==> src/rtl/hs_upload_reader.sv <==
// ============================================================================
// Module   : hs_upload_reader
// Purpose  : Upload (read) engine for high-score/NVRAM save. While the HPS
//            uploads on index INDEX, the game CPU is paused and each ioctl
//            read request becomes a read of game work RAM at BASE+offset.
// Options  : HS_UPLOAD_CHECKSUM_EN - offset LEN returns an 8-bit running sum
//            of every byte fetched since the upload started.
// Revision : 1.0 - initial release
// ============================================================================
`default_nettype none

module hs_upload_reader #(
    parameter int                ADDR_W       = 16,
    parameter logic [7:0]        INDEX        = 8'd4,
    parameter logic [ADDR_W-1:0] BASE         = ADDR_W'(16'hC000),
    parameter int                LEN          = 256,
    parameter int                RAM_LAT      = 1,
    parameter int                PAUSE_SETTLE = 16
) (
    input  logic              clk,
    input  logic              reset,
    input  logic              ioctl_upload,
    input  logic [7:0]        ioctl_index,
    input  logic              ioctl_rd,
    input  logic [24:0]       ioctl_addr,
    output logic [7:0]        ioctl_din,
    output logic              ioctl_wait,
    output logic [ADDR_W-1:0] ram_address,
    output logic              ram_read,
    input  logic [7:0]        ram_data,
    output logic              pause
);

    typedef enum logic [1:0] {
        S_IDLE   = 2'd0,
        S_SETTLE = 2'd1,
        S_READY  = 2'd2,
        S_FETCH  = 2'd3
    } state_t;

    localparam logic [24:0] LEN_C       = 25'(LEN);
    localparam logic [15:0] SETTLE_INIT = 16'(PAUSE_SETTLE - 1);
    // The fetch counter starts at RAM_LAT so that the capture happens in the
    // cycle where the RAM output is valid (RAM_LAT cycles after ram_read).
    localparam logic [15:0] LAT_INIT    = 16'(RAM_LAT);

    state_t            state_q;
    logic              active_q;
    logic [15:0]       cnt_q;
    logic [7:0]        ioctl_din_q;
    logic              ioctl_wait_q;
    logic [ADDR_W-1:0] ram_address_q;
    logic              ram_read_q;
    logic              pause_q;
`ifdef HS_UPLOAD_CHECKSUM_EN
    logic [7:0]        csum_q;
`endif

    logic active;

    // Upload targets this block only when the index matches.
    assign active = ioctl_upload & (ioctl_index == INDEX);

    // Control FSM with all outputs registered.
    always_ff @(posedge clk or posedge reset) begin
        if (reset) begin
            state_q       <= S_IDLE;
            active_q      <= 1'b0;
            cnt_q         <= '0;
            ioctl_din_q   <= 8'h00;
            ioctl_wait_q  <= 1'b0;
            ram_address_q <= '0;
            ram_read_q    <= 1'b0;
            pause_q       <= 1'b0;
`ifdef HS_UPLOAD_CHECKSUM_EN
            csum_q        <= 8'h00;
`endif
        end else begin
            active_q   <= active;
            ram_read_q <= 1'b0;
            if (active_q && !active) begin
                // Upload ended: release the CPU, abandon any fetch, keep din.
                state_q      <= S_IDLE;
                pause_q      <= 1'b0;
                ioctl_wait_q <= 1'b0;
            end else begin
                case (state_q)
                    S_IDLE: begin
                        if (active && !active_q) begin
                            state_q      <= S_SETTLE;
                            pause_q      <= 1'b1;
                            ioctl_wait_q <= 1'b1;
                            cnt_q        <= SETTLE_INIT;
`ifdef HS_UPLOAD_CHECKSUM_EN
                            csum_q       <= 8'h00;
`endif
                        end
                    end
                    S_SETTLE: begin
                        if (cnt_q == 16'd0) begin
                            state_q      <= S_READY;
                            ioctl_wait_q <= 1'b0;
                        end else begin
                            cnt_q <= cnt_q - 16'd1;
                        end
                    end
                    S_READY: begin
                        if (ioctl_rd) begin
                            if (ioctl_addr < LEN_C) begin
                                ram_address_q <= BASE + ADDR_W'(ioctl_addr[11:0]);
                                ram_read_q    <= 1'b1;
                                ioctl_wait_q  <= 1'b1;
                                cnt_q         <= LAT_INIT;
                                state_q       <= S_FETCH;
                            end
`ifdef HS_UPLOAD_CHECKSUM_EN
                            else if (ioctl_addr == LEN_C) begin
                                ioctl_din_q <= csum_q;
                            end
`endif
                            else begin
                                ioctl_din_q <= 8'hFF;
                            end
                        end
                    end
                    S_FETCH: begin
                        if (cnt_q == 16'd0) begin
                            ioctl_din_q  <= ram_data;
                            ioctl_wait_q <= 1'b0;
                            state_q      <= S_READY;
`ifdef HS_UPLOAD_CHECKSUM_EN
                            csum_q       <= csum_q + ram_data;
`endif
                        end else begin
                            cnt_q <= cnt_q - 16'd1;
                        end
                    end
                    default: state_q <= S_IDLE;
                endcase
            end
        end
    end

    assign ioctl_din   = ioctl_din_q;
    assign ioctl_wait  = ioctl_wait_q;
    assign ram_address = ram_address_q;
    assign ram_read    = ram_read_q;
    assign pause       = pause_q;

endmodule

`default_nettype wire
==> config.mk <==
export PLATFORM = sky130hd
export DESIGN_NAME = hs_upload_reader
export DESIGN_NICKNAME = d
export VERILOG_FILES = /design/src/rtl/hs_upload_reader.sv
export SDC_FILE = /design/constraint.sdc
export NUM_CORES = 1
export LEC_CHECK = 0
export ABC_AREA = 1
export BUFFER_PORTS_ARGS = -buffer_cell sky130_fd_sc_hd__buf_2
export CAP_MARGIN = 5
export CORE_UTILIZATION = 45
export DETAILED_ROUTE_END_ITERATION = 7
export PLACE_DENSITY = 0.82
export SYNTH_ARGS = -nofsm -noshare
export SYNTH_HDL_FRONTEND = slang
export SYNTH_SLANG_ARGS = --single-unit
==> constraint.sdc <==
create_clock -name clk -period 1.55 [get_ports clk]
set_clock_uncertainty 0.15 [all_clocks]
set_input_delay 0 -clock clk [delete_from_list [all_inputs] [get_ports clk]]
set_output_delay 0 -clock clk [all_outputs]
set_load 0.05 [all_outputs]
# Yosys cells after proc, flatten, opt, wreduce, memory -nomap -nowiden
# Cells that the tools add are included.
# totals
reg_bits	46
output_inout_bits	27
inputBits	45
# classes
mux	27
order_cmp	1
n_addsub	2
bitwise	2
eq_ne	14
n_reduce_logical	15
# op_table
operator	n
2-to-1 mux 16 bit	4
one-hot mux 16 bit (3 select lines)	1
< comparator 25 x 9 -> 1 bit, second input constant	1
2-to-1 mux 8 bit	3
adder 15 x 13 -> 16 bit, first input constant	1
logical NOT 16 bit	1
one-hot mux 8 bit (2 select lines)	1
subtractor 16 x 1 -> 16 bit, second input constant	1
!= test 2 bit, second input constant	6
2-to-1 mux 1 bit	11
2-to-1 mux 2 bit	5
AND reduction 5 bit	2
!= test 3 bit, second input constant	3
== test 8 x 3 -> 1 bit, second input constant	1
AND reduction 4 bit	2
one-hot mux 2 bit (3 select lines)	1
nonzero test 2 bit	3
== test 2 bit, second input constant	2
!= test 3 x 1 -> 1 bit, second input constant	1
one-hot mux 1 bit (3 select lines)	1
== test 2 x 1 -> 1 bit, second input constant	1
logical AND 1 bit	2
logical NOT 1 bit	2
logical NOT 2 bit	1
4 further kinds	4

# Longest topological paths before layout
# Gate-level depths: netlist of run 1.
# logic_depth
word_depth	6
ltp_mapped	13
depth_no_buf	11

# Least setup slack after synthesis of run 1
# OpenSTA, ideal clock, no wires.
# synth_path
kind	in2reg
from	input ioctl_index[3]
to	register cnt_q[2]
path_stages	12
n_path_buf	2
slack_ns	-0.041
setup_time_ns	0.117
required_ns	1.283
t_arrival_ns	1.324
path_cell_list	nor4_1 > and3_1 > inv_1 > ha_1 > buf_2 > nor2_2 > nand2_2 > inv_2 > nand2_4 > buf_6 > nand2_1 > nand2_1
# synth_via
elab_chain_len	6
# synth_lines
element	line_no	rtl
start, declared	23	input logic [7:0] ioctl_index,
== test 8 x 3 -> 1 bit *	62	assign active = ioctl_upload & (ioctl_index == INDEX);
bitwise AND 1 bit *	62	
net active	59	logic active;
parallel branches: the longest is 3 deep, another holds != test 2 bit	-	
AND reduction 5 bit (no source line) *	-	
end signal, assigned	104	cnt_q <= cnt_q - 16'd1;
end signal, assigned	135	cnt_q <= cnt_q - 16'd1;
end, declared	49	logic [15:0] cnt_q;
# Mark *: on every way through the listed nets, which the timed path passes.
# A chain may end at the register's enable or synchronous reset.

# Worst setup path after layout of run 1
# layout_path
from	register cnt_q[2]
to	register ioctl_wait_q, in the netlist ioctl_wait
# layout_via
elab_chain_len	3
# layout_lines
element	line_no	rtl
logical NOT 16 bit	100, 127	
!= test 3 x 1 -> 1 bit (no source line)	-	
AND reduction 4 bit (no source line)	-	
end signal, assigned	102	ioctl_wait_q <= 1'b0;
end signal, assigned	112	ioctl_wait_q <= 1'b1;
end signal, assigned	129	ioctl_wait_q <= 1'b0;
end, declared	51	logic ioctl_wait_q;
# No other way between the ends.

==> out/qor.yml, run 1 <==
status: "finished, violations left"
failed_checks: "setup timing"
synth-seq-cells: 43
grt.overflow.total: 0
hp-start: "ioctl_addr[8]"
hold_path.class: "in -> reg"
fp.dieH_um: 76.03
fin_crit_ns: 1.745
place_hpwl_mm: 4.269
htree_levels: 2
initial_utilization: 0.4738
die_area_um2: 5781
holdPathEnd: "cnt_q[15]"
synth_mux_area_frac: 0
core_um2: 5205
vias: 2630
hold_depth: 6
clock.fmax_mhz: 573.1
synth_xor_area_frac: 0.04617
drc: 0
ios: 72
detail-route-antenna-nets: 0
wirelength_mm: 7.412
max_cap_violations: 0
routedWlPerCell_um: 14.12
drt_iter0_markers: 209
ys_warn_count: 0
power_density_nw_per_um2: 1919
synth_top_family_by_area: "simple AND/OR/NAND/NOR gates"
arrival_ns: 1.78
setup_ws_ns: -0.1949
clkTransAtPathRegs_ns: 0.09
reg2reg_depth: 9
syn2layout_area_growth_pct: 50.48
async_flop_share: 1.000
numClockSinks: 43
grtUsageTotal: 0.2707
synth_top_area_frac: 0.4363
grt_max_degree: 44
synthFlopType: "dfrtp_1"
vdd_ir_drop_max_mv: 1.058
cpLargestDelayFamily: "simple AND/OR/NAND/NOR gates"
synthSimpleGateAreaFrac: 0.3988
r2r-end: "ioctl_wait"
gp_congestion: 0.8471
clock_latency_ns: 0.31
slowest_stage: "dfrtp_1"
numCtsBuffers: 5
cp_num_buf_inv: 1
reg2reg_slack_ns: -0.19
seq_area_frac_synth: 0.4363
synth_fa_ha_area_frac: 0.02029
portBuffers: 69
reg2reg_from: "cnt_q[2]"
drive_above_1_share: 0.4352
nNetsFinal: 503
cp-start-kind: "register"
rsz0062_at_grt: "true"
cts_buffer_depth: 2
worstSetupEndpointType: "register"
first_pass_iters: 5
viasPerCell: 5.010
grt_pass1_vias: 2612
utilization: 0.7130
dp_cells: 491
slew_headroom: 0.6336
setup_violations: 26
leakage_nw: 1.976
drv_slew: 0
worstPathRequired_ns: 1.59
syn_inst: 317
cp_common_cell: "nand2_1"
path_max_fanout: 3
cts_root_buffer: "clkbuf_8"
synth_edf_count: 0
instances_no_fill: 525
antenna_found_initial: 0
crit_chain: "nor2_2, buf_4, nand2_1, nor2_2, nand2_2, a21oi_2, nand3_1, nand2_1, nand2_1"
synth_cell_types: 35
syn-cell-area_um2: 2466
synth_compound_area_frac: 0.03044
ys_top_cells_by_area: "dfrtp_1 (44%), nand2_1 (18%), nor2_1 (6.8%)"
hold_viol_final: 0
synth.avg_cell_area_um2: 7.780
tightest_slew_ns: 0.5496
cts_tree: "done"
die_w_um: 76.03
fin_crit_sh: 1.126
hold-worst-slack_ns: 0.1015
row_count: 26
yosysTopAreaCell: "dfrtp_1"
slowest_delay_ns: 0.41
worst-setup-path-type: "reg -> reg"
grt_pass1_wl_mm: 12.21
antenna_cells: 0
## cells by family after synthesis
logic type	Yosys count
simple gates	208
flops	43
buf+inv	33
compound gates	15
xor+xnor	13
fa+ha+maj	4
other cells	1
## per-layer routing
layer	track usage	vias up	share of wire	wire [µm]
li1	-	1238	-	-
met1	0.3113	1216	0.38	2804
met2	0.4782	146	0.52	3824
met3	0.05269	30	0.066	491
met4	0.1385	0	0.039	291
met5	0	-	0	0
## worst max path at each step
stage                         from            to  cells after the start
floorplan                 cnt_q[0]     cnt_q[15]                     10
global placement    ioctl_index[4]  ioctl_din[5]                      9
detailed placement  ioctl_index[4]  ioctl_din[4]                      9
CTS                       cnt_q[1]  ioctl_din[0]                     10
global route              cnt_q[6]    ioctl_wait                      9
finish                    cnt_q[2]    ioctl_wait                      9
## tightest hold or removal path: cells and delay by family
kind	cells	cell delay, ns
AOI/OAI and AO/OA	1	0.06
buffers and inverters	1	0.08
and+or+nand+nor	4	0.37
## sequential cells by signal, summed over array words and instances (netlist names)
name and cells:
ioctl_din 8, pause 1, active_q 1, cnt_q 16
ram_address 13, ram_read 1, state_q 2, ioctl_wait 1
## final cells by class
class | count | area, µm²
fillers | 343 | 1494
multi-input cells | 243 | 1404
flip-flops and latches | 43 | 1077
repair buffers | 136 | 928.4
inverters | 25 | 101.3
well taps | 70 | 87.58
clock buffers | 5 | 68.82
clock inverters | 3 | 43.79
## report_power, final
part / switching [mW] / total (mW) / internal, mW
Clock: 0.419 / 0.899 / 0.480
Sequential: 0.242 / 1.67 / 1.43
Combinational: 2.72 / 4.55 / 1.84
Total: 3.38 / 7.12 / 3.74
## layout by cell type (no fill, tap or decap), types with 2 or more instances in the layout
| cell type | Yosys | layout |
|---|---|---|
| buf_6 | 3 | 2 |
| dlygate4sd3_1 | 0 | 19 |
| a21oi_1 | 4 | 3 |
| dfrtp_1 | 43 | 42 |
| ha_4 | 0 | 2 |
| clkbuf_8 | 0 | 5 |
| nor2_1 | 45 | 34 |
| buf_12 | 0 | 2 |
| nand3_2 | 3 | 4 |
| or2_2 | 8 | 8 |
| o21ai_0 | 7 | 5 |
| nand2_1 | 117 | 105 |
| ha_2 | 0 | 2 |
| nor2_2 | 7 | 11 |
| nand2_4 | 2 | 4 |
| buf_2 | 1 | 69 |
| nand3_1 | 5 | 4 |
| xor2_1 | 8 | 8 |
| nor3_2 | 2 | 2 |
| inv_1 | 20 | 18 |
| clkinv_4 | 1 | 2 |
| inv_2 | 4 | 5 |
| conb_1 | 1 | 2 |
| buf_4 | 3 | 44 |
| xnor2_1 | 5 | 5 |
| o21ai_1 | 4 | 5 |
| nand3_4 | 2 | 2 |
| nor2_4 | 4 | 11 |
| nand2_2 | 3 | 13 |
| nand4_1 | 2 | 2 |
## metrics by stage
step | TNS (ns) | total power, mW | instance area (µm²) | setup slack [ns]
6_report | -2.462 | 7.121 | 3711 | -0.1949
5_1_grt | -4.728 | 7.573 | 3711 | -0.2890
4_1_cts | -0.8178 | 6.771 | 3667 | -0.1037
3_5_place_dp | -5.950 | 5.258 | 3173 | -0.2121
3_3_place_gp | -3.360 | 5.138 | 3173 | -0.1301
2_1_floorplan | 0 | 4.055 | 2484 | 0.001750
## timing repair
action,CTS,global route
pin swaps,31,7
gates resized for setup,35,13
hold buffers,19,0
hold endpoints to repair,61,0
setup buffers,5,1
cloned,1,0
setup endpoints to repair,25,34
## cell usage after synthesis, types with 5 or more instances
library cell / number
nand3_1: 5
nor2_2: 7
inv_1: 20
nor2_1: 45
dfrtp_1: 43
xor2_1: 8
o21ai_0: 7
or2_2: 8
xnor2_1: 5
nand2_1: 117
Power figures use the tool's default switching activity.
==> inputs of run 2 (changes only) <==
--- a/config.mk
+++ b/config.mk
@@ -6,7 +6,7 @@
 export NUM_CORES = 1
 export LEC_CHECK = 0
 export ABC_AREA = 1
-export BUFFER_PORTS_ARGS = -buffer_cell sky130_fd_sc_hd__buf_2
+export BUFFER_PORTS_ARGS = -buffer_cell sky130_fd_sc_hd__buf_4
 export CAP_MARGIN = 5
 export CORE_UTILIZATION = 45
 export DETAILED_ROUTE_END_ITERATION = 7
==> run 2 against run 1 <==
The run still ends with setup timing left. Sequential share of layout area is 2.7 points lower. Critical path depth stayed put. Utilization is 7.4 points higher. Sequential power hardly changed. Register-to-register slack worse by 0.09 ns. Cell area is 10% higher. First-iteration DRC count is 8.6% higher. Fmax is 5.0% lower. Final cell count is 1.5% higher. Clock power is 17% lower. Combinational power is 24% higher. Largest cell class unchanged.
==> out/qor.yml, run 2 (same netlist as run 1, synthesis figures left out) <==
fin_crit_ns: 1.837  # was 1.745 ns
worstPathRequired_ns: 1.60  # was 1.59 ns
hold_path.class: "in -> reg"  # unchanged
grt_max_degree: 44  # unchanged
max_cap_violations: 0  # unchanged
clock_latency_ns: 0.32  # was 0.31 ns
portBuffers: 69  # unchanged
numClockSinks: 43  # unchanged
mostFrequentLayoutCells: "buf_4 (119), nand2_1 (88), dfrtp_1 (42)"  # was nand2_1 (105), buf_2 (69), buf_4 (44)
clock.fmax_mhz: 544.4  # was 573.1 MHz
path_max_fanout: 2  # was 3
worstSetupEndpointType: "register"  # unchanged
htree_levels: 2  # unchanged
fin_crit_sh: 1.185  # was 1.126
cp-start-kind: "register"  # unchanged
hold_viol_final: 0  # unchanged
reg2reg_from: "cnt_q[3]"  # was cnt_q[2]
vdd_ir_drop_max_mv: 1.003  # was 1.058 mV
row_count: 26  # unchanged
largest_reg_flops: 16  # unchanged
power_density_nw_per_um2: 1972  # was 1919 nW/µm²
hold-worst-slack_ns: 0.1418  # was 0.1015 ns
nNetsFinal: 511  # was 503
initial_utilization: 0.4738  # unchanged
vias: 2936  # was 2630
dp_slack_ns: -0.1856  # was -0.2121 ns
top_register: "cnt_q"  # unchanged
numCtsBuffers: 5  # unchanged
leakage_nw: 2.122  # was 1.976 nW
layout_commonest_cell: "buf_4"  # was nand2_1
setup_ws_ns: -0.2868  # was -0.1949 ns
drc: 0  # unchanged
drv_slew: 0  # unchanged
tightest_slew_ns: 0.5742  # was 0.5496 ns
arrival_ns: 1.89  # was 1.78 ns
antenna_cells: 0  # unchanged
cp-startpoint: "cnt_q[3]"  # was cnt_q[2]
clkTransAtPathRegs_ns: 0.09  # about the same
failed_checks: "setup timing"  # unchanged
viasPerCell: 5.508  # was 5.010
worst-setup-path-type: "reg -> reg"  # unchanged
status: "finished, violations left"  # unchanged
die_w_um: 76.03  # unchanged
wirelength_mm: 9.983  # was 7.412 mm
hp-start: "ioctl_addr[8]"  # unchanged
grt.overflow.total: 0  # unchanged
first_pass_iters: 5  # unchanged
grt_pass1_wl_mm: 13.38  # was 12.21 mm
rsz0062_at_grt: "true"  # unchanged
cts_buffer_depth: 2  # unchanged
syn2layout_area_growth_pct: 66.06  # was 50.48%
drt_iter0_markers: 227  # was 209
gp_congestion: 0.8372  # was 0.8471
slew_headroom: 0.6172  # was 0.6336
cts_tree: "done"  # unchanged
cts_root_buffer: "clkbuf_8"  # unchanged
core_um2: 5205  # unchanged
ios: 72  # unchanged
detail-route-antenna-nets: 0  # unchanged
setup_violations: 39  # was 26
grtUsageTotal: 0.2991  # was 0.2707
grt_pass1_vias: 2863  # was 2612
die_area_um2: 5781  # unchanged
routedWlPerCell_um: 18.73  # was 14.12 µm
fp.dieH_um: 76.03  # unchanged
antenna_found_initial: 0  # unchanged
place_hpwl_mm: 4.695  # was 4.269 mm
drive_above_1_share: 0.4989  # was 0.4352
[run 2: area by class of cell]
class / count / area (µm²)
Multi-Input combinational cell: 244 / 1574
Timing Repair Buffer: 143 / 1162
Fill cell: 297 / 1110
Sequential cell: 43 / 1077
Inverter: 25 / 108.9
Tap cell: 70 / 87.58
Clock buffer: 6 / 72.57
Clock inverter: 2 / 12.51
[run 2: metrics by stage]
| stage | power [mW] | instance area, µm² | instances | setup TNS (ns) | utilization |
|---|---|---|---|---|---|
| after floorplan | 4.055 | 2484 | 318 | 0 | - |
| after global placement | 5.218 | 3331 | 489 | -3.796 | 0.6399 |
| after detailed placement | 5.371 | 3331 | 489 | -5.088 | 0.6399 |
| after CTS | 6.672 | 3797 | 524 | -0.6692 | 0.7296 |
| after global routing | 8.381 | 4095 | 533 | -7.690 | 0.7868 |
| final | 8.076 | 4095 | 533 | -5.325 | 0.7868 |
[run 2: where the power goes]
group	switching, mW	internal, mW	total (mW)
Sequential	0.262	1.43	1.69
Combinational	3.39	2.25	5.64
Clock	0.430	0.316	0.746
Total	4.09	3.99	8.08
[run 2: final timing paths]
check,endpoint,slack [ns],depth (start not counted)
min,ram_address[0],0.14,7
min reg2reg,ram_address[1],0.34,2
min in group asynchronous,ioctl_din[0],0.26,4
max reg2reg,ioctl_wait,-0.29,9
max in group asynchronous,state_q[0],0.54,4
max,ioctl_wait,-0.29,9
[run 2: routing by layer]
layer | wire, µm | up-vias | track usage
met5 | 0 | - | 0
met4 | 772 | 0 | 0.1769
met3 | 750 | 72 | 0.07066
met2 | 5092 | 223 | 0.5309
met1 | 3368 | 1385 | 0.3240
li1 | - | 1256 | -
[run 2: critical path, stage by stage (launching register included)]
cell and delay, ns:
dfrtp_1 0.42, nor2_2 0.15, buf_4 0.15, nand2_1 0.08
nor2_1 0.11, nand2_1 0.15, a21oi_2 0.24, nand3_1 0.12
nand2_1 0.10, nand2_1 0.06
[run 2: timing repair]
action	4_1_cts	5_1_grt
endpoints found under the hold margin	61	0
pin swaps	35	39
endpoints found under the setup margin	25	39
gates cloned	1	2
gates resized for setup	35	61
setup buffers	7	8
hold buffers	19	0
